$ cat config.mk
export PLATFORM = sky130hd
export DESIGN_NAME = bch_syndrome_stream
export DESIGN_NICKNAME = d
export VERILOG_FILES = /design/src/rtl/bch_syndrome_stream_pkg.sv /design/src/rtl/bch_syndrome_stream_lane.sv /design/src/rtl/bch_syndrome_stream.sv
export SDC_FILE = /design/constraint.sdc
export NUM_CORES = 1
export LEC_CHECK = 0
export CORE_AREA = 2 2 98 100
export CTS_CLUSTER_DIAMETER = 100
export DETAILED_ROUTE_END_ITERATION = 7
export DIE_AREA = 0 0 100 102
export MAX_ROUTING_LAYER = met4
export PLACE_DENSITY = 0.55
export SLEW_MARGIN = 0
export SYNTH_ARGS = -nofsm -noshare
export SYNTH_HDL_FRONTEND = slang
export SYNTH_SLANG_ARGS = --single-unit
export TNS_END_PERCENT = 10
$ cat constraint.sdc
create_clock -name clk -period 2.1 [get_ports clk]
set_input_delay 0.315 -clock clk [delete_from_list [all_inputs] [get_ports clk]]
set_output_delay 0.315 -clock clk [all_outputs]
set_load 0.005 [all_outputs]
$ cat src/rtl/bch_syndrome_stream_pkg.sv
`default_nettype none
// ============================================================================
// bch_pkg : GF(2^M) constants, types and constant-multiply helpers
// Rev 1.0
// ============================================================================
package bch_pkg;

    localparam int M = 4;
    localparam logic [M:0] PRIM_POLY = 5'b1_0011;   // x^4 + x + 1

    typedef logic [M-1:0] gf_t;

    typedef enum logic [0:0] {
        ACCUM = 1'b0,
        HOLD  = 1'b1
    } state_t;

    function automatic gf_t mul_alpha(gf_t x);
        return {x[M-2:0], 1'b0} ^ (x[M-1] ? PRIM_POLY[M-1:0] : gf_t'(0));
    endfunction

    function automatic gf_t alpha_pow(int e);
        gf_t v = gf_t'(1);
        int  r = e % ((1 << M) - 1);
        for (int i = 0; i < r; i++) v = mul_alpha(v);
        return v;
    endfunction

    // x * alpha^e as a fixed XOR network: column i of the matrix is alpha^(i+e)
    function automatic gf_t gf_mul_const(gf_t x, int e);
        gf_t r = '0;
        for (int i = 0; i < M; i++) if (x[i]) r ^= alpha_pow(i + e);
        return r;
    endfunction

    function automatic gf_t gf_sq(gf_t x);
        gf_t r = '0;
        for (int i = 0; i < M; i++) if (x[i]) r ^= alpha_pow(2 * i);
        return r;
    endfunction

    function automatic gf_t gf_sq_iter(gf_t x, int k);
        gf_t r = x;
        for (int i = 0; i < k; i++) r = gf_sq(r);
        return r;
    endfunction

endpackage
`default_nettype wire

$ cat src/rtl/bch_syndrome_stream_lane.sv
`default_nettype none
// ============================================================================
// bch_synd_lane : Horner accumulator for syndrome S_J, P coefficients per beat
// Rev 1.0
// ============================================================================
module bch_synd_lane
    import bch_pkg::*;
#(
    parameter int J = 1,
    parameter int P = 5
) (
    input  logic         clk,
    input  logic         rst,
    input  logic         load_i,
    input  logic         first_i,
    input  logic [P-1:0] data_i,
    output logic [M-1:0] acc_d_o
);

    gf_t acc_q;
    gf_t acc_d;
    gf_t w_fold;
    gf_t w_base;

    // First beat of a frame starts from zero so no clearing cycle is needed
    always_comb begin
        w_fold = '0;
        for (int k = 0; k < P; k++) if (data_i[k]) w_fold ^= alpha_pow(J * k);
        w_base = first_i ? '0 : acc_q;
        acc_d  = gf_mul_const(w_base, J * P) ^ w_fold;
    end

    always_ff @(posedge clk or posedge rst) begin
        if (rst) begin
            acc_q <= '0;
        end else if (load_i) begin
            acc_q <= acc_d;
        end
    end

    assign acc_d_o = acc_d;

endmodule
`default_nettype wire

$ cat src/rtl/bch_syndrome_stream.sv
`default_nettype none
// ============================================================================
// bch_syndrome_stream : streaming BCH syndrome generator S1..S2T over GF(2^M)
// Option macro SYND_EVEN_DERIVE_EN: even syndromes derived as squares. Rev 1.0
// ============================================================================
module bch_syndrome_stream #(
    parameter int M = 4,
    parameter int N = 15,
    parameter int T = 2,
    parameter int P = 5
) (
    input  logic             clk,
    input  logic             rst,
    input  logic             clear,
    input  logic             in_valid,
    output logic             in_ready,
    input  logic [P-1:0]     in_data,
    output logic             synd_valid,
    input  logic             synd_ready,
    output logic [2*T*M-1:0] synd,
    output logic             synd_zero
);
    import bch_pkg::*;

    localparam int BEATS = N / P;
    localparam int CNT_W = (BEATS > 1) ? $clog2(BEATS) : 1;
`ifdef SYND_EVEN_DERIVE_EN
    localparam bit EVEN_DERIVE = 1'b1;
`else
    localparam bit EVEN_DERIVE = 1'b0;
`endif

    if (N % P != 0) begin : g_chk_np
        $error("N must be a multiple of P");
    end
    if (N > (1 << M) - 1) begin : g_chk_n
        $error("N exceeds 2^M-1");
    end
    if (M != bch_pkg::M) begin : g_chk_m
        $error("M must match the package field degree");
    end

    state_t           state_q;
    logic [CNT_W-1:0] cnt_q;
    logic             in_ready_q;
    logic             synd_valid_q;
    logic             synd_zero_q;
    logic [2*T-1:0]   w_nz;
    logic             w_accept;
    logic             w_first;
    logic             w_last;

    assign w_accept = (state_q == ACCUM) && in_valid && in_ready_q && !clear;
    assign w_first  = (cnt_q == '0);
    assign w_last   = w_accept && (cnt_q == CNT_W'(BEATS - 1));

    for (genvar j = 1; j <= 2 * T; j++) begin : g_lane
        if (EVEN_DERIVE && (j % 2 == 0)) begin : g_derive
            // S_(o*2^k) = S_o squared k times, o odd
            localparam int K    = $clog2(j & -j);
            localparam int BASE = j >> K;
            assign synd[j*M-1 -: M] = gf_sq_iter(g_lane[BASE].g_acc.synd_q, K);
            assign w_nz[j-1]        = 1'b0;
        end else begin : g_acc
            gf_t w_nxt;
            gf_t synd_q;

            bch_synd_lane #(.J(j), .P(P)) u_lane (
                .clk     (clk),
                .rst     (rst),
                .load_i  (w_accept),
                .first_i (w_first),
                .data_i  (in_data),
                .acc_d_o (w_nxt)
            );

            always_ff @(posedge clk or posedge rst) begin
                if (rst) begin
                    synd_q <= '0;
                end else if (w_last) begin
                    synd_q <= w_nxt;
                end
            end

            assign synd[j*M-1 -: M] = synd_q;
            assign w_nz[j-1]        = |w_nxt;
        end
    end

    always_ff @(posedge clk or posedge rst) begin
        if (rst) begin
            state_q      <= ACCUM;
            cnt_q        <= '0;
            in_ready_q   <= 1'b0;
            synd_valid_q <= 1'b0;
            synd_zero_q  <= 1'b0;
        end else begin
            case (state_q)
                ACCUM: begin
                    in_ready_q <= 1'b1;
                    if (clear) begin
                        cnt_q <= '0;
                    end else if (w_last) begin
                        cnt_q        <= '0;
                        state_q      <= HOLD;
                        in_ready_q   <= 1'b0;
                        synd_valid_q <= 1'b1;
                        synd_zero_q  <= ~|w_nz;
                    end else if (w_accept) begin
                        cnt_q <= cnt_q + 1'b1;
                    end
                end
                HOLD: begin
                    if (clear || synd_ready) begin
                        state_q      <= ACCUM;
                        in_ready_q   <= 1'b1;
                        synd_valid_q <= 1'b0;
                    end
                end
                default: state_q <= ACCUM;
            endcase
        end
    end

    assign in_ready   = in_ready_q;
    assign synd_valid = synd_valid_q;
    assign synd_zero  = synd_zero_q;

endmodule
`default_nettype wire

==> metrics.txt <==
# TYPE chip_impl_metric gauge
chip_impl_info{name="critical_path.endpoint_type",value="flip-flop"} 1
chip_impl_info{name="tritoncts",value="yes"} 1
chip_impl_metric{name="max-vdd-ir-drop",unit="mV"} 0.333
chip_impl_metric{name="grt_max_degree",unit=""} 39
chip_impl_metric{name="via_count",unit=""} 1929
chip_impl_metric{name="globalRouteTotalUtil",unit="%"} 11.8
chip_impl_info{name="critical_path_startpoint",value="in_data[1]"} 1
chip_impl_metric{name="detailed_place.area",unit="um^2"} 2910
chip_impl_metric{name="grt_use_met2",unit="%"} 18.9
chip_impl_info{name="clock-root-buffer",value="clkbuf_8"} 1
chip_impl_metric{name="setup_slack_of_the_critical_path_after_layout",unit="ns"} 0.0533
chip_impl_metric{name="cts_hold_buf",unit=""} 0
chip_impl_metric{name="die_y",unit="um"} 102
chip_impl_metric{name="num_antenna_cells",unit=""} 0
chip_impl_metric{name="asyncSetResetFlopFracSynth",unit="%"} 100
chip_impl_metric{name="port_buffers",unit=""} 28
chip_impl_metric{name="final_estimated_routing_congestion_in_global_placement",unit=""} 0.851
chip_impl_metric{name="post-route-period-util",unit="%"} 97.5
chip_impl_metric{name="nets",unit=""} 331
chip_impl_metric{name="synthCells",unit=""} 264
chip_impl_metric{name="fp-row-count",unit=""} 35
chip_impl_metric{name="pre_cts_slack",unit="ns"} -0.426
chip_impl_metric{name="clock_insertion_delay_worst_skew",unit="ns"} 0.29
chip_impl_metric{name="groute.layer.met3.usage",unit="%"} 2.26
chip_impl_info{name="crit_end",value="synd_zero$_DFFE_PP0P_"} 1
chip_impl_metric{name="reg2reg_setup_slack",unit="ns"} 0.06
chip_impl_metric{name="design.die.area",unit="um^2"} 10200
chip_impl_metric{name="layout.cell_area.non_filler",unit="um^2"} 3170
chip_impl_metric{name="route.detailed.drc",unit=""} 0
chip_impl_metric{name="detailed_place_hpwl",unit="um"} 4050
chip_impl_metric{name="synthesis.nets",unit=""} 274
chip_impl_metric{name="final_core_utilization",unit="%"} 34.8
chip_impl_metric{name="maxCapViolCount",unit=""} 0
chip_impl_metric{name="drt_first_iter_violations",unit=""} 79
chip_impl_metric{name="core_region_area",unit="um^2"} 9110
chip_impl_metric{name="syn-cell-area",unit="um^2"} 2320
chip_impl_metric{name="clockBufferDepth",unit=""} 2
chip_impl_metric{name="drt.antenna.violating_nets",unit=""} 0
chip_impl_metric{name="grt_pass1_vias",unit=""} 1916
chip_impl_metric{name="via_per_inst",unit=""} 4.45
chip_impl_info{name="grt-busiest-layer",value="met2"} 1
chip_impl_metric{name="number_of_different_library_cells_in_the_post_synthesis_netlist",unit=""} 43
chip_impl_metric{name="syn_area_per_cell",unit="um^2"} 8.78
chip_impl_metric{name="setup_viol_count_final",unit=""} 0
chip_impl_metric{name="drt_first_pass_iters",unit=""} 4
chip_impl_metric{name="clkSinkCount",unit=""} 38
chip_impl_metric{name="total_leakage_power",unit="uW"} 0.00134
chip_impl_metric{name="cts_htree_levels",unit=""} 2
chip_impl_info{name="setup.worst_path.start_class",value="primary input"} 1
chip_impl_metric{name="wire_length_of_the_first_global_routing_pass",unit="um"} 9400
chip_impl_metric{name="timing.slew.headroom",unit="%"} 66.2
chip_impl_metric{name="groute.layer.met1.usage",unit="%"} 15.9
chip_impl_info{name="worstSetupPathType",value="primary input to flip-flop"} 1
chip_impl_metric{name="final.setup_skew",unit="ns"} 0.00445
chip_impl_info{name="synth_top_flop_cell",value="dfrtp_1"} 1
chip_impl_metric{name="synth.yosys.seq_area_share",unit="%"} 41.0
chip_impl_info{name="yosys-top-cells-area",value="dfrtp_1 41%, xnor2_1 11%, o21ai_0 9.1%"} 1
chip_impl_info{name="rr_startpoint",value="g_lane[2].g_acc.u_lane.acc_q[2]$_DFFE_PP0P_"} 1
chip_impl_metric{name="synth-seq-cells",unit=""} 38
chip_impl_metric{name="design.portCount",unit=""} 29
chip_impl_metric{name="remaining_global_route_overflow",unit=""} 0
chip_impl_metric{name="num-fill-cells",unit=""} 950
chip_impl_metric{name="routedWlPerCell",unit="um"} 12.9
chip_impl_metric{name="synth.top_cell.area_share",unit="%"} 41.0
chip_impl_metric{name="required_time_at_the_worst_slack_endpoint",unit="ns"} 2.30
chip_impl_metric{name="cellPowerDensity",unit="nW/um^2"} 1110
chip_impl_metric{name="synth-edff-count",unit=""} 0
chip_impl_metric{name="yosysWarningCount",unit=""} 0
chip_impl_metric{name="clock_pin_slew_reported_for_the_worst_setup_and_hold_paths_after_clock_tree_synthesis",unit="ns"} 0.08
chip_impl_info{name="r2r_end",value="synd_zero$_DFFE_PP0P_"} 1
chip_impl_info{name="worst_hold_path_type",value="primary input to async pin"} 1
chip_impl_metric{name="cp_data_arrival_time",unit="ns"} 2.25
chip_impl_metric{name="critical_path_peak_fanout",unit=""} 3
chip_impl_metric{name="worst-slew-pin-transition",unit="ns"} 0.506
chip_impl_metric{name="wirelength",unit="um"} 5570
chip_impl_metric{name="grt_antenna_before_repair",unit=""} 0
chip_impl_info{name="synth.largest_area_cell",value="dfrtp_1"} 1
chip_impl_metric{name="timing_max_transition_violations_final",unit=""} 0
chip_impl_info{name="rsz0062_at_grt",value="true"} 1
chip_impl_metric{name="drive_gt1_share",unit="%"} 22.0
chip_impl_metric{name="start_util",unit="%"} 25.5
chip_impl_metric{name="layout-area-overhead-vs-synth",unit="%"} 36.7
chip_impl_metric{name="timing.final.hold_violations",unit=""} 0
chip_impl_metric{name="die-width",unit="um"} 100
chip_impl_metric{name="peak_freq",unit="GHz"} 0.489
chip_impl_metric{name="post-layout-total-power",unit="uW"} 3510
chip_impl_metric{name="r2r_cells",unit=""} 7
chip_impl_metric{name="cts_buffers",unit=""} 5
chip_impl_metric{name="timing.hold.ws",unit="ns"} 0.452
chip_impl_metric{name="fin_crit",unit="ns"} 2.05
chip_impl_info{name="outcome",value="finished clean"} 1
## stage by stage
step,setup TNS [ns],std cells
2_1_floorplan,0,264
3_3_place_gp,-0.584,420
3_5_place_dp,-0.540,420
4_1_cts,0,428
5_1_grt,-0.0428,433
6_report,0,433
## synthesized netlist by cell type, types with 3 or more instances
cell and instances:
inv_1 4, nand2b_1 3, dfrtp_1 38, a21oi_1 16, nand3_1 5, nor2_1 14, nor3_1 3, nand2_1 44
a21o_1 4, xor2_1 11, o21ai_0 42, buf_2 6, clkbuf_1 8, xnor2_1 30, mux2i_1 3
## cells in the final DEF (no fill, tap or decap), types with 2 or more instances in the layout
master           Yosys  final
o32ai_2              0      2
clkbuf_8             0      6
nand2b_1             3      3
clkdlybuf4s50_1      0     26
nor4b_1              2      2
dfrtp_2              0      4
nand3_1              5      5
buf_4                2     38
mux2i_1              3      3
nor3_1               3      3
a21oi_1             16     16
xnor2_2              0      5
o211ai_1             2      2
xnor2_1             30     25
o21ai_0             42     42
xor2_2               1      5
a21o_1               4      4
nor2_1              14     14
xor2_1              11      7
nand2_1             44     44
inv_1                4      4
dfrtp_1             38     34
## power by group
| part | switching, uW | internal, uW | leakage (uW) |
|---|---|---|---|
| Sequential | 243 | 982 | 0.000470 |
| Combinational | 752 | 1010 | 0.000821 |
| Clock | 263 | 265 | 0.0000482 |
## registers in the layout (all words and copies together) (netlist names)
name	count
cnt_q	2
state_q	1
in_ready	1
g_lane.g_acc.synd_q	16
synd_zero	1
g_lane.g_acc.u_lane.acc_q	16
synd_valid	1
## what timing repair did
item                       CTS  global route
pin swaps                    1             7
hold endpoints to repair     0             0
gates resized for setup      7            17
setup buffers                0             5
setup endpoints to repair    1             1
## kinds of logic after synthesis
kind of cell | count (synthesis) | synth area share [%]
AND/OR/NAND/NOR | 82 | 16.3
AO/OA/AOI/OAI | 75 | 18.5
XOR/XNOR | 44 | 18.3
flip-flops | 38 | 41.0
buffers and inverters | 21 | 4.05
multiplexers | 4 | 1.78
## worst min-delay path by stage
stage	slack (ns)	from	cells after the start	endpoint
global placement	0.46	g_lane[1].g_acc.synd_q[3]$_DFFE_PP0P_	2	g_lane[1].g_acc.synd_q[3]$_DFFE_PP0P_
CTS	0.48	rst	3	g_lane[4].g_acc.synd_q[2]$_DFFE_PP0P_
detailed placement	0.47	g_lane[4].g_acc.synd_q[2]$_DFFE_PP0P_	2	g_lane[4].g_acc.synd_q[2]$_DFFE_PP0P_
finish	0.45	rst	3	g_lane[4].g_acc.synd_q[2]$_DFFE_PP0P_
global route	0.50	g_lane[4].g_acc.synd_q[2]$_DFFE_PP0P_	2	g_lane[4].g_acc.synd_q[2]$_DFFE_PP0P_
floorplan	0.42	clear	1	cnt_q[1]$_DFFE_PP0P_
## metal layers
layer	share of wire, %	vias up
li1	-	1004
met1	50	890
met2	46	31
met3	4.0	4
met4	0.34	0
met5	0	-
## worst max-delay path: stages
cell,delay [ns]
clkdlybuf4s50_1,0.57
xor2_2,0.24
xnor2_1,0.15
o211ai_1,0.10
o32a_1,0.20
or4_4,0.50
o31ai_4,0.17
## area by class of cell
class / count / area [um^2] / share of cell area (%)
clock buffers: 7 / 86.3 / 2.72
clock inverters: 1 / 5.00 / 0.158
inverters: 4 / 15.0 / 0.474
multi-input cells: 205 / 1390 / 43.9
flip-flops and latches: 38 / 956 / 30.2
well taps: 111 / 139 / 4.38
repair buffers: 67 / 578 / 18.2
(Power assumes the default switching activity.)
